## config.mk

```make
export PLATFORM = sky130hd
export DESIGN_NAME = veto_err_scanner
export DESIGN_NICKNAME = d
export VERILOG_FILES = /design/src/rtl/veto_err_pkg.sv /design/src/rtl/veto_err_slot_timer.sv /design/src/rtl/veto_err_scanner.sv
export SDC_FILE = /design/constraint.sdc
export NUM_CORES = 1
export LEC_CHECK = 0
export ABC_AREA = 1
export CORE_MARGIN = 4
export CORE_UTILIZATION = 35
export CTS_CLUSTER_SIZE = 10
export DETAILED_ROUTE_END_ITERATION = 12
export GPL_ROUTABILITY_DRIVEN = 0
export PLACE_DENSITY_LB_ADDON = 0.1
export SLEW_MARGIN = 20
export SYNTH_ARGS = -nofsm -noshare
export SYNTH_HDL_FRONTEND = slang
export SYNTH_SLANG_ARGS = --single-unit
```

## constraint.sdc

```tcl
create_clock -name clk -period 5.13 [get_ports clk]
set_input_delay 0.7695 -clock clk [delete_from_list [all_inputs] [get_ports clk]]
set_output_delay 0.7695 -clock clk [all_outputs]
set_load 0.02 [all_outputs]
```

## src/rtl/veto_err_pkg.sv

```systemverilog
// Shared types and defaults for the veto error scanner and its phase timer.
package veto_err_pkg;

  localparam int N_SRC_DEF   = 29;
  localparam int W_SRC_DEF   = 8;
  localparam int BUS_W_DEF   = N_SRC_DEF * W_SRC_DEF;
  localparam int TIMEOUT_DEF = 255;
  localparam int SEL_W       = 5;

  // Wide enough to cover any practical word width; sliced to W_SRC at use.
  localparam logic [63:0] TIMEOUT_FILL = '1;

  typedef enum logic [2:0] {
    ST_IDLE,
    ST_REQ,
    ST_REL,
    ST_DONE,
    ST_HOLD
  } scan_state_e;

endpackage

```

## src/rtl/veto_err_slot_timer.sv

```systemverilog
// Per-phase cycle counter. Expired asserts on the TIMEOUT-th cycle after a clear.
module veto_err_slot_timer
  import veto_err_pkg::*;
#(
  parameter int TIMEOUT = TIMEOUT_DEF
) (
  input  logic clk,
  input  logic rst_n,
  input  logic clear,
  input  logic en,
  output logic expired
);

  localparam int CNT_W = $clog2(TIMEOUT + 1);

  logic [CNT_W-1:0] cnt_q;

  assign expired = (cnt_q == CNT_W'(TIMEOUT - 1));

  // NOTE: sequential state uses non-blocking assignments so every register
  // samples pre-edge values, independent of process ordering.
  always_ff @(posedge clk) begin
    if (!rst_n) begin
      cnt_q <= '0;
    end else if (clear) begin
      cnt_q <= '0;
    end else if (en && !expired) begin
      cnt_q <= cnt_q + CNT_W'(1);
    end
  end

endmodule

```

## src/rtl/veto_err_scanner.sv

```systemverilog
// Polls N_SRC veto sources over a 4-phase req/ack port once per live period and
// emits one got_veto_err strobe. Optional per-phase timeout: VETO_ERR_SCAN_TIMEOUT_EN.
module veto_err_scanner
  import veto_err_pkg::*;
#(
  parameter int N_SRC   = N_SRC_DEF,
  parameter int W_SRC   = W_SRC_DEF,
  parameter int TIMEOUT = TIMEOUT_DEF
) (
  input  logic                   clk,
  input  logic                   rst_n,
  input  logic                   in_live,
  input  logic                   scan_req,
  output logic [SEL_W-1:0]       src_sel,
  output logic                   src_req,
  input  logic                   src_ack,
  input  logic [W_SRC-1:0]       src_data,
  output logic [N_SRC*W_SRC-1:0] veto_err_bus,
  output logic                   got_veto_err,
  output logic                   scan_busy,
  output logic [N_SRC-1:0]       timeout_mask
);

  localparam int               BUS_W    = N_SRC * W_SRC;
  localparam logic [SEL_W-1:0] LAST_IDX = SEL_W'(N_SRC - 1);

  scan_state_e      state_q, state_d;
  logic [SEL_W-1:0] idx_q;
  logic [BUS_W-1:0] bus_q;
  logic [N_SRC-1:0] tmask_q;
  logic             phase_expired;

`ifdef VETO_ERR_SCAN_TIMEOUT_EN
  logic phase_clear, phase_en;

  // Restart the count on every state change, so each REQ/REL entry starts at 0.
  assign phase_clear = (state_d != state_q);
  assign phase_en    = (state_q == ST_REQ) || (state_q == ST_REL);

  veto_err_slot_timer #(
    .TIMEOUT(TIMEOUT)
  ) u_slot_timer (
    .clk    (clk),
    .rst_n  (rst_n),
    .clear  (phase_clear),
    .en     (phase_en),
    .expired(phase_expired)
  );
`else
  assign phase_expired = 1'b0;
`endif

  always_ff @(posedge clk) begin
    if (!rst_n) state_q <= ST_IDLE;
    else        state_q <= state_d;
  end

  // NOTE: the default assignment at the top keeps this block free of latches.
  always_comb begin
    state_d = state_q;
    if (!in_live) begin
      state_d = ST_IDLE;
    end else begin
      case (state_q)
        ST_IDLE: if (scan_req) state_d = ST_REQ;
        ST_REQ:  if (src_ack || phase_expired) state_d = ST_REL;
        ST_REL: begin
          if (!src_ack || phase_expired)
            state_d = (idx_q == LAST_IDX) ? ST_DONE : ST_REQ;
        end
        ST_DONE: state_d = ST_HOLD;
        ST_HOLD: state_d = ST_HOLD;
        default: state_d = ST_IDLE;
      endcase
    end
  end

  always_comb begin
    src_req      = (state_q == ST_REQ);
    scan_busy    = (state_q == ST_REQ) || (state_q == ST_REL);
    got_veto_err = (state_q == ST_DONE);
  end

  // NOTE: the error bus is a plain register bank, so it is reset like any other
  // state; a dropped live period must never leave stale words visible.
  always_ff @(posedge clk) begin
    if (!rst_n) begin
      idx_q   <= '0;
      bus_q   <= '0;
      tmask_q <= '0;
    end else if (!in_live) begin
      idx_q   <= '0;
      bus_q   <= '0;
      tmask_q <= '0;
    end else begin
      case (state_q)
        ST_IDLE: begin
          if (scan_req) begin
            idx_q   <= '0;
            bus_q   <= '0;
            tmask_q <= '0;
          end
        end
        ST_REQ: begin
          if (src_ack) begin
            bus_q[idx_q*W_SRC +: W_SRC] <= src_data;
          end else if (phase_expired) begin
            bus_q[idx_q*W_SRC +: W_SRC] <= TIMEOUT_FILL[W_SRC-1:0];
            tmask_q[idx_q]              <= 1'b1;
          end
        end
        ST_REL: begin
          if (!src_ack) begin
            if (idx_q != LAST_IDX) idx_q <= idx_q + SEL_W'(1);
          end else if (phase_expired) begin
            tmask_q[idx_q] <= 1'b1;
            if (idx_q != LAST_IDX) idx_q <= idx_q + SEL_W'(1);
          end
        end
        default: ;
      endcase
    end
  end

  assign src_sel      = idx_q;
  assign veto_err_bus = bus_q;
  assign timeout_mask = tmask_q;

endmodule

```

==> flow_summary.ini, run 1 <==
[clocking]
cts-resized-gates = 0
clk_pin_slew_ps = 60
root_buffer = clkbuf_16
cts_buffers = 28
post_cts_buffers = 0
cts_max_level = 1
holdBufCountCts = 0
worstSkewPairLatency_ps = 540
clk_path_buf_depth = 3
cts_tree = yes
cts_sinks = 240

[worst_setup_path]
r2r_setup_slack_ps = 1460
rr_worst_depth = 9
crit_path_end_kind = flop
worstSetupPathType = flop to flop
worst_ep_arrival_time_ps = 4050
cp.required_ps = 5510
crit_fanout = 19
startpoint_type = flop

[timing]
fin_crit_ps = 3670
setup_tns_ps = 0
slew_viol_final = 0
fmax_mhz = 272
rsz0062_at_grt = false
slew_headroom = 0.408
setup_viol = 0
finClkSkew_ps = 8.82
period_share = 0.716
hold_viol = 0
tightest_slew_ps = 888

[floorplanning]
die_height_um = 181
num_rows = 62
start_util = 0.359
fp.dieW_um = 181
pin_count = 282
die_area_mm2 = 0.0326
design.core.area_mm2 = 0.0291

[grt]
grt_max_degree = 83
grt_pass1_vias = 10400
overflow = 0
grt_antenna_before_repair = 0
grtUsageTotal = 0.232
grt_pass1_wl_um = 61100

[synth]
syn-cell-area_mm2 = 0.0104
synth-seq-cells = 240
synth.largest_area_cell = dfxtp_1
synthMuxAreaShare = 0
synth_ff_type = dfxtp_1
synth-simple-area-share = 0.330
ys_async_sr_fraction = 0
synth_xor_xnor_area_share = 0.00528
post_synth.cell_area_avg_um2 = 7.26
synthCells = 1437
yosysWarningCount = 0
synth_compound_area_frac = 0.126
ys_seq_area_frac = 0.460
yosys-top-cells-area = dfxtp_1, nand2_1, a21oi_1
synth_edf_count = 0
ys_types = 34
synth-adder-area-share = 0.00360
synth_top_family_by_area = simple AND/OR/NAND/NOR gates
synth_top_area_frac = 0.460

[drt]
wl_per_cell_um = 19.7
ant_nets = 0
drtIter0Drc = 1097
finalWirelength_um = 40400
drc = 0
dr.pass1.iters = 7
vias = 10800
vias_per_cell = 5.28

[layout]
syn2layout_area_growth_pct = 33.1
final_cells = 2049
final_common_cell = nand2_1
layout_common_cells = nand2_1, clkdlybuf4s50_1, dfxtp_1, a21oi_1, nand3_1
fin_area_mm2 = 0.0139
utilization = 0.477
nNetsFinal = 1673
n_antenna_cell = 0
fill_cells = 2981
drive_gt1_frac = 0.0559

[placed_design]
dpl_cell_area_mm2 = 0.0131
dp.cells = 2011
hpwl_um = 29700
io_buffers = 252

[power]
power.share.clock = 0.448
p_per_area_mw_per_mm2 = 283
ir_drop_mv = 0.191
combPwrFrac = 0.076
swShare = 0.253
p_seq_frac = 0.476
internal-power_w = 0.00294
p_leak_nw = 4.45
switchingPower_w = 0.000997

[hold_path]
hp-class = flop to flop
hold-path-cell-count = 2

[job]
drv_cap = 0

[outcome]
status = completed
cell usage after synthesis, types with 12 or more instances:
cell      count
a21oi_1     231
buf_1        12
buf_2        14
buf_4        32
clkbuf_1     41
dfxtp_1     240
inv_1        64
nand2_1     344
nand2_2      13
nand3_1     189
nand4_1      41
nor2_1      127
nor2_2       13
nor3_1       22
path summary, 6_finish.rpt:
kind	startpoint	endpoint
hold / removal	veto_err_bus[155]$_SDFFE_PN0P_	veto_err_bus[155]$_SDFFE_PN0P_
setup / recovery	src_sel[1]$_SDFFE_PN0P_	veto_err_bus[49]$_SDFFE_PN0P_
hold reg to reg	veto_err_bus[155]$_SDFFE_PN0P_	veto_err_bus[155]$_SDFFE_PN0P_
setup reg to reg	src_sel[1]$_SDFFE_PN0P_	veto_err_bus[49]$_SDFFE_PN0P_
stage by stage:
| step | total power [W] | hold slack [ps] | setup slack, ps |
|---|---|---|---|
| 3_5_place_dp | 0.00221 | 453 | 1550 |
| 5_1_grt | 0.00406 | 472 | 1240 |
| 2_1_floorplan | 0.00213 | 537 | 2370 |
| 4_1_cts | 0.00397 | 462 | 1530 |
| 3_3_place_gp | 0.00221 | 448 | 1610 |
| 6_report | 0.00393 | 458 | 1460 |
logic make-up after synthesis:
| family | count (synthesis) |
|---|---|
| flops | 240 |
| other cells | 1 |
| compound gates | 254 |
| buf+inv | 170 |
| xor+xnor | 2 |
| simple gates | 767 |
| fa+ha+maj | 3 |
power by group through the flow:
| stage | sequential, W | clock (W) | combinational [W] |
|---|---|---|---|
| 2_1_floorplan | 0.00191 | 0 | 0.000216 |
| 3_3_place_gp | 0.00191 | 0 | 0.000296 |
| 3_5_place_dp | 0.00191 | 0 | 0.000296 |
| 4_1_cts | 0.00187 | 0.00181 | 0.000297 |
| 5_1_grt | 0.00187 | 0.00187 | 0.000321 |
| 6_report | 0.00187 | 0.00176 | 0.000300 |
sequential cells by signal, indices dropped and copies added, names as in the netlist:
name	flops
veto_err_bus	232
state_q	3
src_sel	5
routing by layer:
metal / global-route usage / wire, um / vias up
li1: - / - / 5181
met1: 0.314 / 17500 / 5110
met2: 0.372 / 18300 / 445
met3: 0.0587 / 3410 / 79
met4: 0.0617 / 1130 / 0
met5: 0 / 0 / -
area by class of cell:
cell class                 count  area [um^2]  area share
inverter                      71          267      0.0192
clock buffer                  38          769      0.0554
sequential                   240         4800       0.346
multi-input combinational   1055         4980       0.358
timing repair buffer         261         2590       0.187
tap                          384          480      0.0346
critical path, cell delays in order, from the launching register on:
cell	delay (ps)
dfxtp_1	450
inv_1	100
ha_1	740
clkinv_1	230
nor2_2	660
nand3_1	390
nor3_4	480
nand2_2	220
nand3_1	130
a21oi_1	80
(Power assumes the default switching activity.)
==> run 2, diff against run 1 <==
==> constraint.sdc (replaced) <==
create_clock -name clk -period 2.95 [get_ports clk]
set_input_delay 0.4425 -clock clk [delete_from_list [all_inputs] [get_ports clk]]
set_output_delay 0.4425 -clock clk [all_outputs]
set_load 0.02 [all_outputs]
==> run 2 against run 1 <==
  * Via count down 0.81%
  * Critical path depth up 1
  * Wire length is 0.44% lower
  * Global-route usage grew 0.063 points
  * Worst setup slack lost 1300 ps
  * Clock power increased by 80%
  * Critical path type unchanged
  * Highest routed layer unchanged
==> flow_summary.ini, run 2 (same netlist as run 1, synthesis figures left out) <==
[worst_setup_path]
critical-path-max-stage-delay_ps = 500
startpoint_type = flop
crit_buf_inv = 3
crit_fanout = 15
worstSetupPathType = flop to flop
crit_path_end_kind = flop
critPathTopFamily = simple AND/OR/NAND/NOR gates
crit_path_cell_trace = inv_1 > ha_2 > clkinv_1 > buf_4 > nor2_1 > nand2_1 > nor2_2 > nand2_2 > nand3_1 > a21oi_1
worst_ep_arrival_time_ps = 3150
slowest_stage = ha_2
cp.required_ps = 3330

[floorplanning]
start_util = 0.359
die_height_um = 181
die_area_mm2 = 0.0326
num_rows = 62
design.core.area_mm2 = 0.0291
fp.dieW_um = 181
pin_count = 282

[timing]
fin_crit_ps = 2770
fmax_mhz = 361
period_share = 0.939
setup_viol = 0
tightest_slew_ps = 794
finClkSkew_ps = 24.9
rsz0062_at_grt = false
slew_headroom = 0.470
worst_slack_ps = 181
hold_viol = 0
slew_viol_final = 0
setup_tns_ps = 0

[layout]
syn2layout_area_growth_pct = 36.1
largest_register_ffs = 232
layout_common_cells = nand2_1, clkdlybuf4s50_1, dfxtp_1, a21oi_1, nand3_1
fin_area_mm2 = 0.0142
n_antenna_cell = 0
multiInputGateArea_mm2 = 0.00502
seqCellArea_mm2 = 0.00480
final_common_cell = nand2_1
fill_cells = 2915
drive_gt1_frac = 0.0757
nNetsFinal = 1698

[drt]
finalWirelength_um = 40200
ant_nets = 0
wl_per_cell_um = 19.4
vias = 10700
drtIter0Drc = 933
vias_per_cell = 5.17
drc = 0
dr.pass1.iters = 5

[clocking]
cts_sinks = 240
clk_pin_slew_ps = 60
cts_buffers = 29
cts_max_level = 1
holdBufCountCts = 0
cts_tree = yes
root_buffer = clkbuf_16
clk_path_buf_depth = 3
worstSkewPairLatency_ps = 560

[power]
ir_drop_mv = 0.295
p_leak_nw = 4.64
p_per_area_mw_per_mm2 = 491

[grt]
grtUsageTotal = 0.233
grt_max_degree = 161
overflow = 0
grt_antenna_before_repair = 0
grt_pass1_wl_um = 61300
grt_pass1_vias = 10400

[outcome]
status = completed

[placed_design]
dpl_worst_slack_ps = 122
io_buffers = 252
hpwl_um = 29500
dpl_cell_area_mm2 = 0.0133

[hold_path]
hp-class = flop to flop

[job]
drv_cap = 0
==> run 2: cell type report <==
cell class	instances	area share
Clock inverter	3	0.00150
Timing Repair Buffer	285	0.198
Inverter	71	0.0189
Sequential cell	240	0.338
Clock buffer	38	0.0556
Multi-Input combinational cell	1055	0.354
Tap cell	384	0.0338
==> run 2: what timing repair did <==
item,4_1_cts,5_1_grt
gates resized for setup,0,15
buffers inserted,0,2
setup endpoints to repair,0,99
==> run 2: tightest hold or removal path: stages (launching register included) <==
cell	delay, ps
dfxtp_1	300
nand2_1	60
a21oi_1	50
==> run 2: power by group <==
| part | internal (W) | total [W] | switching, W | leakage (nW) |
|---|---|---|---|---|
| combinational | 0.000110 | 0.000556 | 0.000446 | 2.31 |
| clock | 0.00184 | 0.00316 | 0.00133 | 0.395 |
| sequential | 0.00325 | 0.00325 | 0.00000464 | 1.93 |
==> run 2: routing by layer <==
metal  track usage  part of all wire  up-vias  wire, um
met3        0.0642             0.084       59      3360
li1              -                 -     5231         -
met1         0.314              0.44     4995     17700
met5             0                 0        -         0
met4        0.0551             0.021        0       857
met2         0.373              0.45      442     18200
==> run 2: final timing paths <==
check / startpoint / to / slack, ps / cells after the start
min: veto_err_bus[158]$_SDFFE_PN0P_ / veto_err_bus[158]$_SDFFE_PN0P_ / 460 / 2
max: src_sel[1]$_SDFFE_PN0P_ / veto_err_bus[73]$_SDFFE_PN0P_ / 180 / 10
max reg2reg: src_sel[1]$_SDFFE_PN0P_ / veto_err_bus[73]$_SDFFE_PN0P_ / 180 / 10
min reg2reg: veto_err_bus[158]$_SDFFE_PN0P_ / veto_err_bus[158]$_SDFFE_PN0P_ / 460 / 2
==> run 2: per-stage QoR <==
step	utilization	total power (W)	hold WS, ps	std cells
after floorplan	-	0.00370	537	1465
after global placement	0.458	0.00386	448	2033
after detailed placement	0.458	0.00386	453	2033
after CTS	0.486	0.00701	462	2074
after global routing	0.488	0.00720	476	2076
final	0.488	0.00697	459	2076
==> run 3, diff against run 2 <==
--- a/config.mk
+++ b/config.mk
@@ -12,6 +12,7 @@
 export DETAILED_ROUTE_END_ITERATION = 12
 export GPL_ROUTABILITY_DRIVEN = 0
 export PLACE_DENSITY_LB_ADDON = 0.1
+export SETUP_SLACK_MARGIN = 0.4
 export SLEW_MARGIN = 20
 export SYNTH_ARGS = -nofsm -noshare
 export SYNTH_HDL_FRONTEND = slang
==> run 3 against run 2 <==
  * Die area did not move
  * Critical endpoint is now got_veto_err
  * Count of clock-buffer cells in the layout is the same
  * Register-to-register slack gained 290 ps
==> flow_summary.ini, run 3 (same netlist as run 1, synthesis figures left out) <==
[hold_path]
hp-class = flop to flop

[floorplanning]
design.core.area_mm2 = 0.0291
die_area_mm2 = 0.0326
num_rows = 62
die_height_um = 181
pin_count = 282
start_util = 0.359
fp.dieW_um = 181

[worst_setup_path]
crit_path_cell_trace = inv_1 > nor3_2 > clkdlybuf4s50_1
startpoint_type = flop
crit_path_end_kind = output pin
slowest_stage = clkdlybuf4s50_1
critPathTopFamily = buffers and inverters
critical-path-max-stage-delay_ps = 670
crit_buf_inv = 2
worst_ep_arrival_time_ps = 2060
crit_fanout = 4
cp.required_ps = 2510
worstSetupPathType = flop to output pin

[grt]
met2_usage = 0.338
grt_most_used_layer = met2
grt_pass1_wl_um = 61000
grt_pass1_vias = 10300
overflow = 0
grt_max_degree = 162
grtUsageTotal = 0.231
grt.met3_usage = 0.0634
met1_usage = 0.330
grt_antenna_before_repair = 0

[power]
p_per_area_mw_per_mm2 = 474
p_leak_nw = 4.86
ir_drop_mv = 0.393

[clocking]
cts_sinks = 240
worstSkewPairLatency_ps = 550
clk_path_buf_depth = 3
root_buffer = clkbuf_16
clk_pin_slew_ps = 60
cts_buffers = 29
cts_max_level = 1
cts_tree = yes
holdBufCountCts = 0

[timing]
period_share = 0.847
finClkSkew_ps = 6.21
setup_viol = 0
fmax_mhz = 400
hold_viol = 0
rsz0062_at_grt = true
hold-worst-slack_ps = 460
tightest_slew_ps = 765
slew_headroom = 0.490
setup_tns_ps = 0
slew_viol_final = 0
fin_crit_ps = 2500

[job]
drv_cap = 0

[drt]
drtIter0Drc = 955
wl_per_cell_um = 18.9
vias = 10900
dr.pass1.iters = 7
finalWirelength_um = 39800
drc = 0
vias_per_cell = 5.17
ant_nets = 0

[outcome]
status = completed

[layout]
n_antenna_cell = 0
nNetsFinal = 1729
layout_common_cells = nand2_1, clkdlybuf4s50_1, dfxtp_1, a21oi_1, nand3_1
drive_gt1_frac = 0.126
syn2layout_area_growth_pct = 41.2
largest_register_ffs = 232
final_common_cell = nand2_1

[placed_design]
io_buffers = 252
hpwl_um = 29000
==> run 3: report_power, final <==
group,internal (W),leakage [nW],switching [W]
clock,0.00182,0.396,0.00133
sequential,0.00325,1.93,0.00000442
combinational,0.000125,2.52,0.000464
total,0.00519,4.86,0.00180
==> run 3: worst min-delay path: cells and delay by family, from the launching register on <==
family           cells  cell delay (ps)
flip-flops           1              300
AND/OR/NAND/NOR      1               60
AO/OA/AOI/OAI        1               50
==> run 3: cell type report <==
cell class              count  area [um^2]
fillers                  2882        14400
well taps                 384          480
repair buffers            316         3080
inverters                  71          272
flip-flops and latches    240         4810
clock inverters             4         23.8
multi-input cells        1055         5280
clock buffers              38          779
==> run 3: worst paths after layout <==
path,start,endpoint,slack [ps],cells past startpoint
max,state_q[1]$_SDFFE_PN0P_,got_veto_err,450,3
min,veto_err_bus[188]$_SDFFE_PN0P_,veto_err_bus[188]$_SDFFE_PN0P_,460,2
max reg2reg,src_sel[1]$_SDFFE_PN0P_,veto_err_bus[121]$_SDFFE_PN0P_,470,18
min reg2reg,veto_err_bus[188]$_SDFFE_PN0P_,veto_err_bus[188]$_SDFFE_PN0P_,460,2
==> run 3: per-layer routing <==
layer	vias up	wire, um	part of all wire
li1	5295	-	-
met1	5093	18500	0.47
met2	438	16500	0.42
met3	70	3520	0.088
met4	0	1230	0.031
met5	-	0	0
==> run 3: metrics by stage <==
stage                     cell area, um^2  utilization  setup slack [ps]  total power, W  instances
after floorplan                     10600            -               398         0.00371       1465
after global placement              13400        0.460               247         0.00386       2032
after detailed placement            13400        0.460               231         0.00386       2032
after CTS                           14400        0.493               396         0.00700       2086
after global routing                14700        0.506               284         0.00721       2108
final                               14700        0.506               452         0.00698       2108
==> run 3: repair_timing <==
item	CTS	global route
gates resized for setup	21	61
endpoints found under the setup margin	159	231
setup buffers	12	22
pin swaps	12	16
hold endpoints to repair	0	0
==> RTL change 1: new RTL, config.mk and constraints of run 3 <==
Reset style: asynchronous (`rst_n`), changed in 2 clocked blocks.
--- a/src/rtl/veto_err_scanner.sv
+++ b/src/rtl/veto_err_scanner.sv
@@ -50,7 +50,7 @@
   assign phase_expired = 1'b0;
 `endif
 
-  always_ff @(posedge clk) begin
+  always_ff @(posedge clk or negedge rst_n) begin
     if (!rst_n) state_q <= ST_IDLE;
     else        state_q <= state_d;
   end
@@ -83,7 +83,7 @@
 
   // NOTE: the error bus is a plain register bank, so it is reset like any other
   // state; a dropped live period must never leave stale words visible.
-  always_ff @(posedge clk) begin
+  always_ff @(posedge clk or negedge rst_n) begin
     if (!rst_n) begin
       idx_q   <= '0;
       bus_q   <= '0;
Function: differs if rst_n is asserted again (counterexample within 4 cycles, from zero or initial values and one cycle with rst_n low); with rst_n held inactive, the same outputs for 4 cycles.
==> RTL change 1 against run 3 <==
Sequential cell count did not move; worst setup slack gained 37 ps; cell area up 2.3%; wire length down 7.4%; global-route usage shrank 1.8 points; sequential share of layout area grew 7.2 points; area after synthesis increased by 5.1%.
Power is not compared: it rests on default switching activity, and its combinational part moved more than twofold at a synthesized area within 25%.
==> RTL change 1: results (changes against run 3) <==
** Status
- Outcome :: finished clean

** Routing
- Detailed-routed wire length on met3 :: 2170 µm (-38%)
- Routed metal-1 wire length :: 16800 µm (-9.5%)
- The routed via count divided by cell count is 4.75 (-8.0%).

** Cells and area
- The clock-cell share of area is 5.23% (-0.22 points).
- Count of non-CTS inverters in the layout :: 97 (+37%)
- The buffering overhead was 19.4% (-1.5 points).
- Net count, final :: 1704 (-1.4%)
- The fraction of final layout cells sized beyond drive strength 1 is 9.39% (-3.3 points).
- Count of non-CTS buffers in the layout :: 297 (-6.0%)

** Synth
- Most frequently used flop master after synthesis :: sky130_fd_sc_hd__dfrtp_1
- The sequential-to-total area share from yosys stat is 54.8% (+8.7 points).
- The count of different cell masters after synthesis came to 32 (-5.9%).
- Top post-synthesis cells by area :: sky130_fd_sc_hd__dfrtp_1, sky130_fd_sc_hd__nand2_1, sky130_fd_sc_hd__nor2_1

** GRT
- The first-pass GRT wire length was 57200 µm (-6.1%).
- Overall fraction of global-route tracks in use :: 21.2% (-1.8 points)
- The maximum number of pins on one net before global-route repair came to 75 (-54%).
- Met2 demand-to-capacity share in global routing :: 33.9% (+0.10 points)
- The global routing usage on met3 was 3.46% (-2.9 points).

** Worst hold path
- The worst hold path begins at veto_err_bus[83]$_DFFE_PN0P_.

** Worst setup path
- Number of cells traversed by the worst register-to-register path :: 15 (-3)
- CP arrival :: 2020 ps (-40 ps)
- The most critical setup path has its endpoint at src_sel[0].

** Placement
- The total half-perimeter wirelength after legalization and detailed placement is 27500 µm (-5.2%).

** Timing
- The worst-case clock skew came to 16.9 ps (+10.7 ps).

** Power
- Power after layout :: 8.70 mW
## RTL change 1: stage by stage
stage               cells  setup WS (ps)  hold slack (ps)
floorplan            1420            442              147
global placement     2045            199              455
detailed placement   2045            198              459
CTS                  2081            355              473
global route         2089            267              488
finish               2089            490              467
## RTL change 1: timing repair
action,in CTS,in global routing
resized for setup,6,44
buffers inserted,0,8
pin swaps,0,6
hold buffers,1,0
hold endpoints to repair,66,0
setup endpoints to repair,44,196
## RTL change 1: tightest hold or removal path, stage by stage (launching register included)
cell and delay, ps:
sky130_fd_sc_hd__dfrtp_1 340, sky130_fd_sc_hd__nand2_1 60, sky130_fd_sc_hd__nand2_1 50
## RTL change 1: cells by family after synthesis
kind of cell | after synthesis | synth area share [%]
fa+ha+maj | 3 | 0.342
flops | 240 | 54.8
simple gates | 948 | 35.6
compound gates | 41 | 2.20
other cells | 1 | 0.0342
xor+xnor | 3 | 0.308
buf+inv | 156 | 6.75
==> RTL change 2: new RTL, config.mk and constraints of run 3 <==
Without the edit above. Build with the macro `VETO_ERR_SCAN_TIMEOUT_EN` defined.
--- a/src/rtl/veto_err_scanner.sv
+++ b/src/rtl/veto_err_scanner.sv
@@ -1,5 +1,7 @@
 // Polls N_SRC veto sources over a 4-phase req/ack port once per live period and
 // emits one got_veto_err strobe. Optional per-phase timeout: VETO_ERR_SCAN_TIMEOUT_EN.
+`define VETO_ERR_SCAN_TIMEOUT_EN
+
 module veto_err_scanner
   import veto_err_pkg::*;
 #(
Function: no difference found for any inputs over 4 cycles, from zero or initial values and one cycle with rst_n low; that may be too few to reach the edited logic, so the function may still have changed.
==> RTL change 2 against run 3 <==
Cell area grew 12%; die area is 12% higher; sequential cell count grew 37; wire length up 6.2%; global-route usage shrank 0.86 points; worst setup slack improved by 24 ps; power increased by 15%; synthesized cell count increased by 12%; count of clock-buffer cells in the layout rose by 6; area after synthesis up 12%; critical endpoint is now veto_err_bus[137]$_SDFFE_PN0P_; largest cell class unchanged; largest power group is now clock.
==> RTL change 2: results (changes against run 3) <==
** Synth
- In the synthesized netlist, the cells that appear most often are sky130_fd_sc_hd__nand2_1, sky130_fd_sc_hd__dfxtp_1, sky130_fd_sc_hd__a21oi_1.
- By area the synthesized netlist is led by sky130_fd_sc_hd__dfxtp_1, sky130_fd_sc_hd__nand2_1, sky130_fd_sc_hd__a21oi_1.
- Cell variety after synth :: 44 (+29%)
- The flip-flop and latch count after synthesis was 277 (+15%).

** Placement
- The count of input and output buffers came to 281 (+12%).
- Placed instance area :: 15100 µm² (+13%)

** Die
- Die X :: 191 µm (+5.7%)

** Cells and area
- Area taken by multi-input logic gates :: 5790 µm² (+9.7%)
- The total non-filler cell area in the finished layout came to 16400 µm² (+12%).
- The multi-input combinational cell count came to 1172 (+11%).
- Count of clock buffers in the final design :: 44 (+16%)
- Portion of the layout cell area used by non-clock buffers :: 19.4% (-1.5 points)
- The layout net count is 1919 (+11%).

** Clock tree
- Number of gates given a new drive strength after cts :: 17 (-19%)
- Clock latency of the later-clocked register in the worst-skew pair :: 510 ps (-40 ps)
- Cts bufs inserted :: 34 (+17%)

** Timing
- Transition time at the pin with the least slew margin :: 739 ps (-26.0 ps)
- The maximum achievable frequency is 404 MHz (+0.96%).

** Status
- Outcome :: finished clean

** Worst setup path
- Critical R2R Capture :: veto_err_bus[137]$_SDFFE_PN0P_
- Broken down by cell family, the worst path's largest delay share belongs to simple AND/OR/NAND/NOR gates.
- The maximum fanout encountered on the critical timing path was 8 (+4).
- The data arrival time of the critical path came to 2900 ps (+840 ps).
- On the critical path, the stage with the largest delay is an instance of sky130_fd_sc_hd__dfxtp_1.
- Number of cells traversed by the worst register-to-register path :: 13 (-5)

** Routing
- The met2 wirelength from detailed routing is 18700 µm (+13%).
- Iter 0 DRT Violations :: 926 (-3.0%)
- Post-detailed-route via-to-cell ratio :: 5.01 (-3.1%)
- Number of iterations in the first detailed-routing pass :: 5 (-2)
- The routed length on met1 came to 19700 µm (+6.2%).

** GRT
- The routing usage on met1 is 31.4% (-1.6 points).
- The maximum number of pins on one net before global-route repair is 128 (-21%).
[RTL change 2: changes by cell type after synthesis, moves of 8 or more]
cell / run 3 / this run
sky130_fd_sc_hd__a21oi_1: 231 / 275
sky130_fd_sc_hd__buf_1: 12 / 4
sky130_fd_sc_hd__buf_4: 32 / 9
sky130_fd_sc_hd__dfxtp_1: 240 / 277
sky130_fd_sc_hd__inv_1: 64 / 74
sky130_fd_sc_hd__nand2_1: 344 / 589
sky130_fd_sc_hd__nand2_2: 13 / 3
sky130_fd_sc_hd__nand3_1: 189 / 46
sky130_fd_sc_hd__nand4_1: 41 / 53
sky130_fd_sc_hd__nor2_1: 127 / 48
sky130_fd_sc_hd__nor2_2: 13 / 26
sky130_fd_sc_hd__o21ai_0: 11 / 41
sky130_fd_sc_hd__or2_2: 0 / 8
[RTL change 2: kinds of logic after synthesis]
logic type / after synthesis / share of synthesized area (%)
multiplexers: 1 / 0.0854
flip-flops: 277 / 47.3
AO/OA/AOI/OAI: 327 / 14.2
buffers and inverters: 160 / 5.62
adder cells (fa/ha/maj): 10 / 1.07
AND/OR/NAND/NOR: 826 / 30.9
XOR/XNOR: 8 / 0.758
[RTL change 2: power by group through the flow]
stage	clock [mW]	combinational, mW	sequential [mW]
2_1_floorplan	0	0.277	3.83
3_3_place_gp	0	0.440	3.83
3_5_place_dp	0	0.439	3.83
4_1_cts	3.88	0.442	3.75
5_1_grt	4.02	0.496	3.75
6_report	3.80	0.454	3.75
[RTL change 2: through the flow]
step,instances,total power [mW]
finish,2347,8.00
global route,2347,8.27
CTS,2339,8.07
detailed placement,2293,4.27
global placement,2293,4.27
floorplan,1609,4.11
